File: src/rtl/pipe_hazard_ctrl_if.sv
// Control bus between the pipeline datapath and the hazard controller.
// Level-sampled every clock edge, with no valid/ready handshake: each input is qualified every cycle and the enables respond combinationally within the same cycle.
interface pipe_hazard_ctrl_if;
  logic [4:0]  IF_ID_rs;
  logic [4:0]  IF_ID_rt;
  logic        IF_ID_uses_rt;
  logic        ID_EX_MemtoReg;
  logic        ID_EX_RegWrite;
  logic [4:0]  ID_EX_rt;
  logic        Jump;
  logic        branch_taken;
  logic        mem_busy;
  logic        cnt_clr;

  logic        pc_write;
  logic        IF_ID_write;
  logic        ID_EX_write;
  logic        EX_MEM_write;
  logic        IF_ID_flush;
  logic        ID_EX_flush;
  logic [1:0]  last_action;
  logic [15:0] stall_cnt;
  logic [15:0] flush_cnt;
  logic        pend_flush;

  modport master (
    output IF_ID_rs, IF_ID_rt, IF_ID_uses_rt, ID_EX_MemtoReg, ID_EX_RegWrite,
           ID_EX_rt, Jump, branch_taken, mem_busy, cnt_clr,
    input  pc_write, IF_ID_write, ID_EX_write, EX_MEM_write, IF_ID_flush,
           ID_EX_flush, last_action, stall_cnt, flush_cnt, pend_flush
  );

  modport slave (
    input  IF_ID_rs, IF_ID_rt, IF_ID_uses_rt, ID_EX_MemtoReg, ID_EX_RegWrite,
           ID_EX_rt, Jump, branch_taken, mem_busy, cnt_clr,
    output pc_write, IF_ID_write, ID_EX_write, EX_MEM_write, IF_ID_flush,
           ID_EX_flush, last_action, stall_cnt, flush_cnt, pend_flush
  );
endinterface

File: src/rtl/pipe_hazard_ctrl.sv
// Pipeline hazard controller: decodes freeze/flush/stall/jump per cycle,
// remembers branches that land during a freeze, and counts stall/flush cycles.
module pipe_hazard_ctrl (
  input logic              clock,
  input logic              rst_n,
  pipe_hazard_ctrl_if.slave hz
);

  typedef enum logic [2:0] {
    ACT_RUN    = 3'd0,
    ACT_STALL  = 3'd1,
    ACT_FLUSH  = 3'd2,
    ACT_FREEZE = 3'd3,
    ACT_JUMP   = 3'd4
  } action_t;

  action_t     action;
  logic        load_use;
  logic        pend_flush, pend_flush_nxt;
  logic [1:0]  last_action, last_action_nxt;
  logic [15:0] stall_cnt, flush_cnt;
  logic        stall_inc, flush_inc;
  logic        pc_write, if_id_write, id_ex_write, ex_mem_write;
  logic        if_id_flush, id_ex_flush;

  assign load_use = hz.ID_EX_MemtoReg && hz.ID_EX_RegWrite && (hz.ID_EX_rt != 5'd0) &&
                    ((hz.ID_EX_rt == hz.IF_ID_rs) ||
                     (hz.IF_ID_uses_rt && (hz.ID_EX_rt == hz.IF_ID_rt)));

  always_comb begin
    action = ACT_RUN;
    if (hz.mem_busy)                          action = ACT_FREEZE;
    else if (hz.branch_taken || pend_flush)   action = ACT_FLUSH;
    else if (load_use)                        action = ACT_STALL;
    else if (hz.Jump)                         action = ACT_JUMP;
  end

  // Enables are forced low while reset is held, independent of the decode.
  always_comb begin
    pc_write     = 1'b0;
    if_id_write  = 1'b0;
    id_ex_write  = 1'b0;
    ex_mem_write = 1'b0;
    if_id_flush  = 1'b0;
    id_ex_flush  = 1'b0;
    if (rst_n) begin
      case (action)
        ACT_FREEZE: ;
        ACT_FLUSH: begin
          {pc_write, if_id_write, id_ex_write, ex_mem_write} = 4'b1111;
          if_id_flush = 1'b1;
          id_ex_flush = 1'b1;
        end
        ACT_STALL: begin
          id_ex_write  = 1'b1;
          ex_mem_write = 1'b1;
          id_ex_flush  = 1'b1;
        end
        ACT_JUMP: begin
          {pc_write, if_id_write, id_ex_write, ex_mem_write} = 4'b1111;
          if_id_flush = 1'b1;
        end
        default: {pc_write, if_id_write, id_ex_write, ex_mem_write} = 4'b1111;
      endcase
    end
  end

  always_comb begin
    pend_flush_nxt = pend_flush;
    if (action == ACT_FREEZE && hz.branch_taken) pend_flush_nxt = 1'b1;
    else if (action == ACT_FLUSH)                pend_flush_nxt = 1'b0;
    // A jump is reported as RUN in the history register.
    last_action_nxt = (action == ACT_JUMP) ? 2'd0 : action[1:0];
    stall_inc = (action == ACT_STALL) || (action == ACT_FREEZE);
    flush_inc = (action == ACT_FLUSH) || (action == ACT_JUMP);
  end

  always_ff @(posedge clock or negedge rst_n) begin
    if (!rst_n) begin
      pend_flush  <= 1'b0;
      last_action <= 2'd0;
      stall_cnt   <= 16'd0;
      flush_cnt   <= 16'd0;
    end else begin
      pend_flush  <= pend_flush_nxt;
      last_action <= last_action_nxt;
      if (hz.cnt_clr) begin
        stall_cnt <= 16'd0;
        flush_cnt <= 16'd0;
      end else begin
        if (stall_inc && stall_cnt != 16'hFFFF) stall_cnt <= stall_cnt + 16'd1;
        if (flush_inc && flush_cnt != 16'hFFFF) flush_cnt <= flush_cnt + 16'd1;
      end
    end
  end

  assign hz.pc_write     = pc_write;
  assign hz.IF_ID_write  = if_id_write;
  assign hz.ID_EX_write  = id_ex_write;
  assign hz.EX_MEM_write = ex_mem_write;
  assign hz.IF_ID_flush  = if_id_flush;
  assign hz.ID_EX_flush  = id_ex_flush;
  assign hz.last_action  = last_action;
  assign hz.stall_cnt    = stall_cnt;
  assign hz.flush_cnt    = flush_cnt;
  assign hz.pend_flush   = pend_flush;

endmodule

File: src/flat_wrapper.sv
// flat-port wrapper written by rule: the top's interface ports become plain ports
module pipe_hazard_ctrl_flat 
  (clock, rst_n, hz_IF_ID_rs, hz_IF_ID_rt, hz_IF_ID_uses_rt, hz_ID_EX_MemtoReg, hz_ID_EX_RegWrite, hz_ID_EX_rt, hz_Jump, hz_branch_taken, hz_mem_busy, hz_cnt_clr, hz_pc_write, hz_IF_ID_write, hz_ID_EX_write, hz_EX_MEM_write, hz_IF_ID_flush, hz_ID_EX_flush, hz_last_action, hz_stall_cnt, hz_flush_cnt, hz_pend_flush);
  pipe_hazard_ctrl_if hz_i ();
  input logic clock;
  input logic rst_n;
  input wire logic [$bits(hz_i.IF_ID_rs)-1:0] hz_IF_ID_rs;
  input wire logic [$bits(hz_i.IF_ID_rt)-1:0] hz_IF_ID_rt;
  input wire logic [$bits(hz_i.IF_ID_uses_rt)-1:0] hz_IF_ID_uses_rt;
  input wire logic [$bits(hz_i.ID_EX_MemtoReg)-1:0] hz_ID_EX_MemtoReg;
  input wire logic [$bits(hz_i.ID_EX_RegWrite)-1:0] hz_ID_EX_RegWrite;
  input wire logic [$bits(hz_i.ID_EX_rt)-1:0] hz_ID_EX_rt;
  input wire logic [$bits(hz_i.Jump)-1:0] hz_Jump;
  input wire logic [$bits(hz_i.branch_taken)-1:0] hz_branch_taken;
  input wire logic [$bits(hz_i.mem_busy)-1:0] hz_mem_busy;
  input wire logic [$bits(hz_i.cnt_clr)-1:0] hz_cnt_clr;
  output wire logic [$bits(hz_i.pc_write)-1:0] hz_pc_write;
  output wire logic [$bits(hz_i.IF_ID_write)-1:0] hz_IF_ID_write;
  output wire logic [$bits(hz_i.ID_EX_write)-1:0] hz_ID_EX_write;
  output wire logic [$bits(hz_i.EX_MEM_write)-1:0] hz_EX_MEM_write;
  output wire logic [$bits(hz_i.IF_ID_flush)-1:0] hz_IF_ID_flush;
  output wire logic [$bits(hz_i.ID_EX_flush)-1:0] hz_ID_EX_flush;
  output wire logic [$bits(hz_i.last_action)-1:0] hz_last_action;
  output wire logic [$bits(hz_i.stall_cnt)-1:0] hz_stall_cnt;
  output wire logic [$bits(hz_i.flush_cnt)-1:0] hz_flush_cnt;
  output wire logic [$bits(hz_i.pend_flush)-1:0] hz_pend_flush;
  assign hz_i.IF_ID_rs = hz_IF_ID_rs;
  assign hz_i.IF_ID_rt = hz_IF_ID_rt;
  assign hz_i.IF_ID_uses_rt = hz_IF_ID_uses_rt;
  assign hz_i.ID_EX_MemtoReg = hz_ID_EX_MemtoReg;
  assign hz_i.ID_EX_RegWrite = hz_ID_EX_RegWrite;
  assign hz_i.ID_EX_rt = hz_ID_EX_rt;
  assign hz_i.Jump = hz_Jump;
  assign hz_i.branch_taken = hz_branch_taken;
  assign hz_i.mem_busy = hz_mem_busy;
  assign hz_i.cnt_clr = hz_cnt_clr;
  assign hz_pc_write = hz_i.pc_write;
  assign hz_IF_ID_write = hz_i.IF_ID_write;
  assign hz_ID_EX_write = hz_i.ID_EX_write;
  assign hz_EX_MEM_write = hz_i.EX_MEM_write;
  assign hz_IF_ID_flush = hz_i.IF_ID_flush;
  assign hz_ID_EX_flush = hz_i.ID_EX_flush;
  assign hz_last_action = hz_i.last_action;
  assign hz_stall_cnt = hz_i.stall_cnt;
  assign hz_flush_cnt = hz_i.flush_cnt;
  assign hz_pend_flush = hz_i.pend_flush;
  pipe_hazard_ctrl u_core (.clock(clock), .rst_n(rst_n), .hz(hz_i));
endmodule
File: config.mk
export PLATFORM = sky130hd
export DESIGN_NAME = pipe_hazard_ctrl_flat
export DESIGN_NICKNAME = d
export VERILOG_FILES = /design/src/rtl/pipe_hazard_ctrl_if.sv /design/src/rtl/pipe_hazard_ctrl.sv /design/src/flat_wrapper.sv
export SDC_FILE = /design/constraint.sdc
export NUM_CORES = 1
export LEC_CHECK = 0
export BUFFER_PORTS_ARGS = -buffer_cell sky130_fd_sc_hd__clkbuf_2
export CAP_MARGIN = 20
export CORE_MARGIN = 5
export CORE_UTILIZATION = 43
export DETAILED_ROUTE_END_ITERATION = 10
export GPL_TIMING_DRIVEN = 0
export PLACE_DENSITY = 0.8
export SLEW_MARGIN = 30
export SYNTH_ARGS = -nofsm -noshare
export SYNTH_HDL_FRONTEND = slang
export SYNTH_SLANG_ARGS = --single-unit
File: constraint.sdc
create_clock -name clock -period 2.15 [get_ports clock]
set_clock_uncertainty 0.15 [all_clocks]
set_input_delay 0 -clock clock [delete_from_list [all_inputs] [get_ports clock]]
set_output_delay 0 -clock clock [all_outputs]
set_load 0.05 [all_outputs]
After elaboration in Yosys (flattened, before gate mapping) --
Cells that the tools add are included. Widths: inputs -> output; s select.
Storage, ports and cells: register bits after elaboration 35, latch bits 0, bits in writable memories 0, ROM bits 0, bits of input ports 24, logic and storage cells 51, memories kept 0
Operators by class: add/subtract/negate cells 2, multipliers 0, divide/modulo/power cells 0, order comparisons 0, equality and inequality tests 8, shifts and indexed selects 0, muxes and demuxes 19, bitwise operators 0, reductions and logical operators 18
Operators with widths (count):
- $mux 16 | 4
- $add 16x1->16 const B | 2
- $ne 16x16->1 const B | 2
- $mux 3 | 4
- $eq 5x5->1 | 2
- $mux 1 | 10
- $logic_and 1x1->1 | 7
- $eq 3x2->1 const B | 2
- $reduce_bool 2->1 | 3
- $reduce_or 2->1 | 3
- $reduce_bool 5->1 | 1
- $logic_or 1x1->1 | 4
- $eq 3x1->1 const B | 1
- $eq 3x3->1 const B | 1
- $mux 2 | 1

Depth between registers and ports, before layout --
Gate-level depths: netlist of the first run.
depth after elaboration 12, gate-level depth with buffers 9, depth with buffers taken out 7

Least setup slack after synthesis of the first run --
No wires, ideal clock.
path type register to register, start reg u_core.flush_cnt[0], in the netlist u_core.hz.flush_cnt[0], end reg u_core.flush_cnt[5], in the netlist u_core.hz.flush_cnt[5], arrival 2.354 ns, slack -0.482 ns, stages on the path, launching flop included 8, buffers on the path 0, path through dfrtp_1 > ha_1 > and3_1 > and3_1 > a211o_1 > a211oi_2 > nand2_1 > mux2_1
Between the ends: longest elaborated chain between the ends 3
Ends and longest elaborated chain:
- start: declaration | line pipe_hazard_ctrl.sv:21 | logic [15:0] stall_cnt, flush_cnt;
- start signal: assignment | line pipe_hazard_ctrl.sv:92 | if (flush_inc && flush_cnt != 16'hFFFF) flush_cnt <= flush_cnt + 16'd1;
- $add 16x1->16 / $ne 16x16->1 (equally long branches) | line pipe_hazard_ctrl.sv:92
- $mux 16 / $logic_and 1x1->1 (equally long branches) | line pipe_hazard_ctrl.sv:92
- $mux 16 / $reduce_bool 2->1 (equally long branches)
Several ways; a longest one is shown, not always the timed one. The select of a mux whose other input is x is not followed. A chain may end at the register's enable or synchronous reset.

Worst setup path in the final report of the first run --
start reg u_core.flush_cnt[1], in the netlist u_core.hz.flush_cnt[1], end reg u_core.flush_cnt[8], in the netlist u_core.hz.flush_cnt[8]
The elaborated chain is that of the path after synthesis.

==> flow_metrics.tcl, run 1 <==
set metrics [dict create \
    cts_max_level 2 \
    yosysSeqAreaShare 0.4255 \
    tritoncts "yes" \
    worstReg2RegStart "u_core.hz.flush_cnt[1]" \
    finalMaxSlewViolations 0 \
    finalSetupViolations 16 \
    wl_per_cell_um 17.48 \
    layout.nets 354 \
    yosys_warnings 0 \
    grt_pass1_wl_um 10010 \
    place_ws_ns -0.2891 \
    finalInstanceArea_um2 3062 \
    slew_headroom 0.5982 \
    grt-ovfl-total 0 \
    viasPerCell 5.911 \
    drive_gt1_frac 0.4772 \
    arrival_ns 2.42 \
    ir_drop_v 0.0002996 \
    cp.required_ns 2.22 \
    reg2reg_depth 8 \
    wirelength_um 6694 \
    grt_max_degree 36 \
    critPathKind "reg2reg" \
    first_pass_iters 4 \
    synth_top_family_by_area "simple AND/OR/NAND/NOR gates" \
    antenna_cells 0 \
    cts_buffers 5 \
    synth-compound-area-share 0.1769 \
    die_area_um2 6270 \
    drv_cap 0 \
    layout_setup_ws_ns -0.1946 \
    rows 25 \
    syn_avg_cell_area_um2 9.107 \
    fmax_mhz 426.5 \
    min_period_ns 2.345 \
    holdCritPathClass "in2async" \
    synth_xor_xnor_area_share 0.05106 \
    fin_crit_sh 1.090 \
    clock_path_buffers 2 \
    violations "setup timing" \
    cts.clk_slew.worst_paths_ns 0.07 \
    grt_pass1_vias 2198 \
    dieWidth_um 79.19 \
    dpl.hpwl_um 4013 \
    status "finished with violations" \
    initialDrtViolationCount 187 \
    initial_core_util 0.4387 \
    ys_seq_elements 35 \
    final_util 0.6525 \
    synthCells 226 \
    clkSinkCount 35 \
    rsz0062_at_grt "true" \
    yosys.area_share.simple 0.2547 \
    whs_ns 0.06373 \
    synth_nets 252 \
    start_kind "register" \
    p_per_area_nw_per_um2 471.8 \
    io_buffers 63 \
    clkLatencyLatePin_ns 0.30 \
    grt_use_total 0.1987 \
    ant_nets 0 \
    core_um2 4692 \
    end_kind "register" \
    syn_to_final_growth_pct 48.75 \
    dieHeight_um 79.19 \
    crit_start "u_core.hz.flush_cnt[1]" \
    cts-root-buf "clkbuf_8" \
    synth_mux_area_frac 0.03161 \
    synth_cell_types 40 \
    synth_fa_ha_area_frac 0.01216 \
    num_vias 2264 \
    critPathMaxFanout 5 \
    hold_viol_final 0 \
    p_leak_nw 1.351 \
    placed_area_um2 2507 \
    pin_count 65 \
    place_congestion 0.7984 \
    syn_area_um2 2058 \
    drcViolationCount 0 \
    grt_antenna_before_repair 0 \
    tightest_slew_ns 0.6027 \
]
[worst max-delay path: stages, from the launching register on]
cell and delay [ns]:
dfrtp_2 0.43, ha_4 0.17, and3_4 0.18, and3_4 0.17, a211o_1 0.29, a21o_4 0.22, buf_4 0.13, or4_1 0.40
a21oi_1 0.13
[kinds of logic after synthesis]
kind of cell / count (synthesis)
DFF: 35
adders and majority gates: 2
AOI/OAI and AO/OA: 58
xor gates and xnor gates: 12
and+or+nand+nor: 94
buffers and inverters: 19
muxes: 6
[registers in the layout, indices dropped and copies added, names as in the netlist]
register and count:
u_core.hz.flush_cnt 16, u_core.hz.last_action 2, u_core.hz.pend_flush 1, u_core.hz.stall_cnt 16
[path summary, 6_finish.rpt]
path                                      endpoint  slack (ns)
max                         u_core.hz.flush_cnt[8]       -0.19
max reg2reg                 u_core.hz.flush_cnt[8]       -0.19
min                        u_core.hz.stall_cnt[11]        0.06
min reg2reg                u_core.hz.flush_cnt[10]        0.44
max in group asynchronous   u_core.hz.flush_cnt[0]        1.58
min in group clock         u_core.hz.stall_cnt[12]        0.06
[metal layers]
layer | GRT usage | routed length [µm]
met3 | 0.05215 | 477
met1 | 0.2236 | 2556
met4 | 0.06014 | 139
met2 | 0.3645 | 3521
met5 | 0 | 0
[area by class of cell]
class,count,area [µm²]
fill,376,1630
multi-input combinational,172,1316
sequential,35,895.9
timing repair buffer,95,589.3
clock buffer,8,80.08
buffer,10,78.83
tap,54,67.56
inverter,9,33.78
[synth_stat cells, drive strengths merged]
| cell type | count | area share |
|---|---|---|
| nor2 | 17 | 0.031 |
| dfrtp | 35 | 0.43 |
| a31o | 1 | 0.0043 |
| a21o | 1 | 0.0036 |
| nand3 | 16 | 0.039 |
| a22oi | 1 | 0.010 |
| xnor2 | 10 | 0.043 |
| o2111ai | 2 | 0.012 |
| buf | 6 | 0.024 |
| nor4 | 4 | 0.012 |
| or3 | 17 | 0.052 |
| ha | 2 | 0.012 |
| nand4 | 6 | 0.018 |
| o22ai | 1 | 0.0030 |
| nand2 | 9 | 0.016 |
| o31ai | 6 | 0.022 |
| mux2i | 2 | 0.0097 |
| mux2 | 4 | 0.022 |
| inv | 9 | 0.016 |
| nor2b | 3 | 0.0091 |
| a21oi | 27 | 0.066 |
| a21bo | 2 | 0.0097 |
| xor2 | 2 | 0.0085 |
| or2 | 5 | 0.015 |
| or4 | 8 | 0.031 |
| nand3b | 2 | 0.0073 |
| clkbuf | 4 | 0.0073 |
| o21ai | 15 | 0.036 |
| a211o | 1 | 0.0043 |
| nand2b | 1 | 0.0030 |
| and4 | 2 | 0.0085 |
| and2 | 1 | 0.0030 |
| and3 | 3 | 0.0091 |
| a211oi | 1 | 0.0061 |
[what timing repair did]
item | in CTS | in global routing
hold buffers | 5 | 0
setup endpoints to repair | 23 | 33
pin swaps | 7 | 8
setup buffers | 16 | 10
gates resized for setup | 9 | 34
cloned | 0 | 1
endpoints found under the hold margin | 38 | 0
[placed cells by master, fill, tap and decap left out, types with 3 or more instances in the layout]
| master | netlist | routed |
|---|---|---|
| clkbuf_1 | 4 | 7 |
| nor2_1 | 17 | 15 |
| xnor2_1 | 10 | 10 |
| buf_6 | 2 | 6 |
| nor4_4 | 0 | 3 |
| nand2_1 | 9 | 9 |
| buf_4 | 3 | 26 |
| dfrtp_2 | 0 | 16 |
| or4_1 | 7 | 4 |
| inv_1 | 8 | 8 |
| or3_1 | 17 | 15 |
| nand4_1 | 6 | 6 |
| or2_2 | 3 | 3 |
| nand3_1 | 16 | 13 |
| o21ai_1 | 15 | 13 |
| clkbuf_8 | 0 | 5 |
| nor2b_1 | 3 | 3 |
| mux2_1 | 4 | 3 |
| and3_4 | 0 | 3 |
| dlygate4sd3_1 | 0 | 4 |
| dfrtp_1 | 35 | 19 |
| o31ai_1 | 6 | 5 |
| clkbuf_2 | 0 | 63 |
| or4_4 | 1 | 4 |
| a21oi_1 | 27 | 21 |
| a21oi_2 | 0 | 5 |
[stage by stage]
stage / setup TNS, ns / instances / power (W)
after floorplan: -2.274 / 226 / 0.0008472
after global placement: -1.883 / 343 / 0.0009233
after detailed placement: -2.954 / 343 / 0.0009290
after CTS: -1.415 / 372 / 0.001417
after global routing: -2.745 / 383 / 0.001508
final: -1.548 / 383 / 0.001444
[power breakdown]
part	internal (W)	switching, W
Combinational	0.000112	0.000180
Sequential	0.000671	0.0000128
Clock	0.000230	0.000239
Note: power is estimated with default switching activity, not from simulation.
==> run 2: changes to the inputs <==
- CTS_CLUSTER_SIZE: not set -> 14
- SKIP_CTS_REPAIR_TIMING: not set -> 1
==> flow_metrics.tcl, run 2 (synthesized netlist as in run 1, its figures left out) <==
set metrics [dict create \
    initialDrtViolationCount 168 \
    antenna_cells 0 \
    cts-root-buf "clkbuf_8" \
    dieWidth_um 79.19 \
    end_kind "register" \
    crit_chain "ha_4, and3_4, and3_4, a211o_1, a21o_4, buf_4, or4_1, a21oi_1" \
    layout_setup_ws_ns -0.2463 \
    grt-ovfl-total 0 \
    clkSinkCount 35 \
    grt_use_total 0.1777 \
    dpl.hpwl_um 4013 \
    crit_start "u_core.hz.flush_cnt[0]" \
    clkLatencyLatePin_ns 0.29 \
    grt_max_degree 37 \
    status "finished with violations" \
    initial_core_util 0.4387 \
    tightest_slew_ns 0.6457 \
    reg_top3 "u_core.hz.flush_cnt x16, u_core.hz.stall_cnt x16, u_core.hz.last_action x2" \
    finalInstanceArea_um2 3007 \
    wl_per_cell_um 17.53 \
    first_pass_iters 4 \
    cpPeakStageDelay_ns 0.43 \
    cp_common_cell "and3_4" \
    layoutNonFillerInstCount 373 \
    violations "setup timing" \
    cts_max_level 2 \
    grt_pass1_wl_um 8949 \
    wirelength_um 6540 \
    drive_gt1_frac 0.4734 \
    critPathTopFamily "simple AND/OR/NAND/NOR gates" \
    io_buffers 63 \
    post-place-cells 343 \
    viasPerCell 5.842 \
    critPathKind "reg2reg" \
    p_total_w 0.001432 \
    drcViolationCount 0 \
    drv_cap 0 \
    final_cell_mix "clkbuf_2, a21oi_1, dfrtp_1, or3_1, dfrtp_2" \
    layout.nets 344 \
    critPathBufInv 1 \
    p_per_area_nw_per_um2 476.1 \
    slew_headroom 0.5696 \
    rows 25 \
    cp.required_ns 2.21 \
    pin_count 65 \
    fmax_mhz 417.3 \
    grt_antenna_before_repair 0 \
    worstReg2RegStart "u_core.hz.flush_cnt[0]" \
    ir_drop_v 0.0003346 \
    die_area_um2 6270 \
    clock_path_buffers 2 \
    fin_tns_setup_ns -2.332 \
    num_vias 2179 \
    arrival_ns 2.46 \
    syn_to_final_growth_pct 46.08 \
    hold_viol_final 0 \
    finalMaxSlewViolations 0 \
    core_um2 4692 \
    start_kind "register" \
    fin_crit_sh 1.115 \
    cts_buffers 5 \
    slowest_stage "dfrtp_2" \
    min_period_ns 2.396 \
    tritoncts "yes" \
    cts.clk_slew.worst_paths_ns 0.07 \
    ant_nets 0 \
    critPathMaxFanout 5 \
    grt_pass1_vias 1958 \
    rsz0062_at_grt "true" \
    holdCritPathClass "in2async" \
    p_leak_nw 1.304 \
    final_common_cell "clkbuf_2" \
    dieHeight_um 79.19 \
    place_congestion 0.7984 \
    placed_area_um2 2507 \
    finalSetupViolations 21 \
]
-- run 2: metrics by stage --
stage / worst slack (ns) / util / hold WS [ns]
after floorplan: -0.2322 / - / -0.4456
after global placement: -0.2203 / 0.5344 / 0.01295
after detailed placement: -0.2891 / 0.5344 / 0.02129
after CTS: -0.3029 / 0.5515 / -0.2915
after global routing: -0.2855 / 0.6408 / 0.08674
final: -0.2463 / 0.6408 / 0.05998
-- run 2: path summary, 6_finish.rpt --
path	end	slack, ns	cells past startpoint
hold reg to reg	u_core.hz.flush_cnt[0]	0.43	2
hold / removal	u_core.hz.last_action[1]	0.06	3
max in group asynchronous	u_core.hz.flush_cnt[0]	1.57	3
setup / recovery	u_core.hz.flush_cnt[8]	-0.25	8
min in group clock	u_core.hz.stall_cnt[10]	0.09	3
setup reg to reg	u_core.hz.flush_cnt[8]	-0.25	8
-- run 2: layout make-up --
| type | count | area (µm²) |
|---|---|---|
| inverters | 9 | 33.78 |
| repair buffers | 85 | 535.5 |
| well taps | 54 | 67.56 |
| plain buffers | 10 | 82.58 |
| flip-flops and latches | 35 | 895.9 |
| fillers | 376 | 1685 |
| multi-input cells | 172 | 1311 |
| clock buffers | 8 | 80.08 |
-- run 2: worst reg2reg max path, cell delays in order, from the launching register on --
cell	delay (ns)
dfrtp_2	0.43
ha_4	0.17
and3_4	0.20
and3_4	0.18
a211o_1	0.30
a21o_4	0.23
buf_4	0.13
or4_1	0.40
a21oi_1	0.13
-- run 2: power by group --
part / switching, W / internal (W)
Clock: 0.000232 / 0.000230
Combinational: 0.000177 / 0.000108
Sequential: 0.0000138 / 0.000671
Total: 0.000422 / 0.00101
-- run 2: routing by layer --
metal,vias to the layer above,GRT usage,part of all wire
li1,1009,-,-
met1,1061,0.2070,0.39
met2,93,0.3140,0.51
met3,16,0.05329,0.081
met4,0,0.05155,0.025
met5,-,0,0
==> run 3: changes to the inputs <==
- GPL_TIMING_DRIVEN: 0 -> not set
==> flow_metrics.tcl, run 3 (synthesized netlist as in run 1, its figures left out) <==
set metrics [dict create \
    holdCritPathClass "in2reg" \
    cts_max_level 2 \
    core_um2 4692 \
    io_buffers 64 \
    cts-root-buf "clkbuf_8" \
    fin_crit_sh 1.055 \
    finalSetupViolations 13 \
    dieHeight_um 79.19 \
    antenna_cells 0 \
    grt-ovfl-total 0 \
    grt_pass1_vias 2044 \
    cp_common_cell "and3_4" \
    initial_core_util 0.4387 \
    tightest_slew_ns 0.6275 \
    finalMaxSlewViolations 0 \
    dpl.hpwl_um 4009 \
    slew_headroom 0.5817 \
    viasPerCell 5.568 \
    drive_gt1_frac 0.4417 \
    ant_nets 0 \
    place_congestion 0.8279 \
    fin_tns_setup_ns -0.9894 \
    fmax_mhz 440.7 \
    finalInstanceArea_um2 2887 \
    cts_buffers 5 \
    wl_per_cell_um 15.08 \
    p_total_w 0.001433 \
    min_period_ns 2.269 \
    critPathTopFamily "simple AND/OR/NAND/NOR gates" \
    p_leak_nw 1.316 \
    crit_chain "ha_4, and3_4, and3_4, a211o_1, a21o_4, or4_4, a21oi_2" \
    cpPeakStageDelay_ns 0.48 \
    layout.nets 351 \
    clock_path_buffers 2 \
    clockPowerShare 0.346 \
    final_common_cell "clkbuf_2" \
    cp.required_ns 2.21 \
    place_ws_ns -0.1178 \
    reg_top3 "u_core.hz.flush_cnt x16, u_core.hz.stall_cnt x16, u_core.hz.last_action x2" \
    pin_count 65 \
    grt_max_degree 36 \
    hold_viol_final 0 \
    rsz0062_at_grt "true" \
    final_cell_mix "clkbuf_2, buf_4, a21oi_1, dfrtp_1, or3_1" \
    arrival_ns 2.33 \
    clkSinkCount 35 \
    end_kind "register" \
    violations "setup timing" \
    first_pass_iters 4 \
    ir_drop_v 0.0003355 \
    grt_use_total 0.1749 \
    whs_ns 0.08257 \
    start_kind "register" \
    placed_area_um2 2666 \
    initialDrtViolationCount 137 \
    cts.clk_slew.worst_paths_ns 0.07 \
    status "finished with violations" \
    wirelength_um 5729 \
    critPathKind "reg2reg" \
    die_area_um2 6270 \
    slowest_stage "or4_4" \
    critPathMaxFanout 7 \
    drcViolationCount 0 \
    rows 25 \
    grt_pass1_wl_um 8845 \
    swShare 0.2870 \
    grt_antenna_before_repair 0 \
    switching_power_w 0.0004113 \
    clkLatencyLatePin_ns 0.29 \
    syn_to_final_growth_pct 40.24 \
    pwr-share-comb 0.180 \
    tritoncts "yes" \
    num_vias 2116 \
    dieWidth_um 79.19 \
    critPathBufInv 0 \
    drv_cap 0 \
    p_per_area_nw_per_um2 496.6 \
    layout_setup_ws_ns -0.1190 \
    seq_power_share 0.474 \
    p_int_w 0.001022 \
]
run 3: cell types whose count changed in the layout (fill, tap and decap cells not counted), moves of 3 or more:
cell	previous run	this run
o21ai_2	6	0
clkbuf_1	7	1
nor4_4	4	1
o21ai_1	9	15
a21oi_1	21	24
clkbuf_2	62	65
buf_4	14	31
buf_6	6	2
mux2_1	0	3
run 3: path summary, 6_finish.rpt:
path	start	to	slack [ns]	depth (start not counted)
worst max-delay path	u_core.hz.flush_cnt[1]	u_core.hz.flush_cnt[14]	-0.12	7
worst min-delay path	hz_ID_EX_RegWrite	u_core.hz.last_action[0]	0.08	4
worst max register to register	u_core.hz.flush_cnt[1]	u_core.hz.flush_cnt[14]	-0.12	7
worst min register to register	u_core.hz.stall_cnt[1]	u_core.hz.stall_cnt[1]	0.44	2
max in group asynchronous	rst_n	u_core.hz.flush_cnt[1]	1.35	3
min in group asynchronous	rst_n	u_core.hz.stall_cnt[11]	0.14	3
run 3: final cells by class:
type                       instances  area [µm²]
timing repair buffer             102       620.6
clock inverter                     1       5.005
inverter                           9       33.78
fill                             379        1805
sequential                        35       895.9
tap                               54       67.56
multi-input combinational        172        1177
clock buffer                       7       86.33
run 3: routing by layer:
layer	wire [µm]	share of wire	up-vias	GRT usage
met5	0	0	-	0
met4	86	0.015	0	0.04983
met3	343	0.060	8	0.03968
met2	2845	0.50	74	0.3131
met1	2454	0.43	1013	0.2086
li1	-	-	1021	-
run 3: tightest hold or removal path: stages:
cell and delay, ns:
clkbuf_2 0.10, o2111ai_1 0.11, nor2_1 0.08, or2_1 0.20
run 3: per-stage QoR:
stage	utilization	cells
after global placement	0.5683	364
after detailed placement	0.5683	364
after floorplan	-	226
after global routing	0.6152	380
final	0.6152	380
after CTS	0.5877	372
run 3: power by group through the flow:
| stage | clock network (W) | registers, W | logic [W] |
|---|---|---|---|
| floorplan | 0 | 0.000736 | 0.000111 |
| global placement | 0 | 0.000691 | 0.000243 |
| detailed placement | 0 | 0.000692 | 0.000246 |
| CTS | 0.000505 | 0.000679 | 0.000247 |
| global route | 0.000528 | 0.000680 | 0.000280 |
| finish | 0.000496 | 0.000679 | 0.000258 |
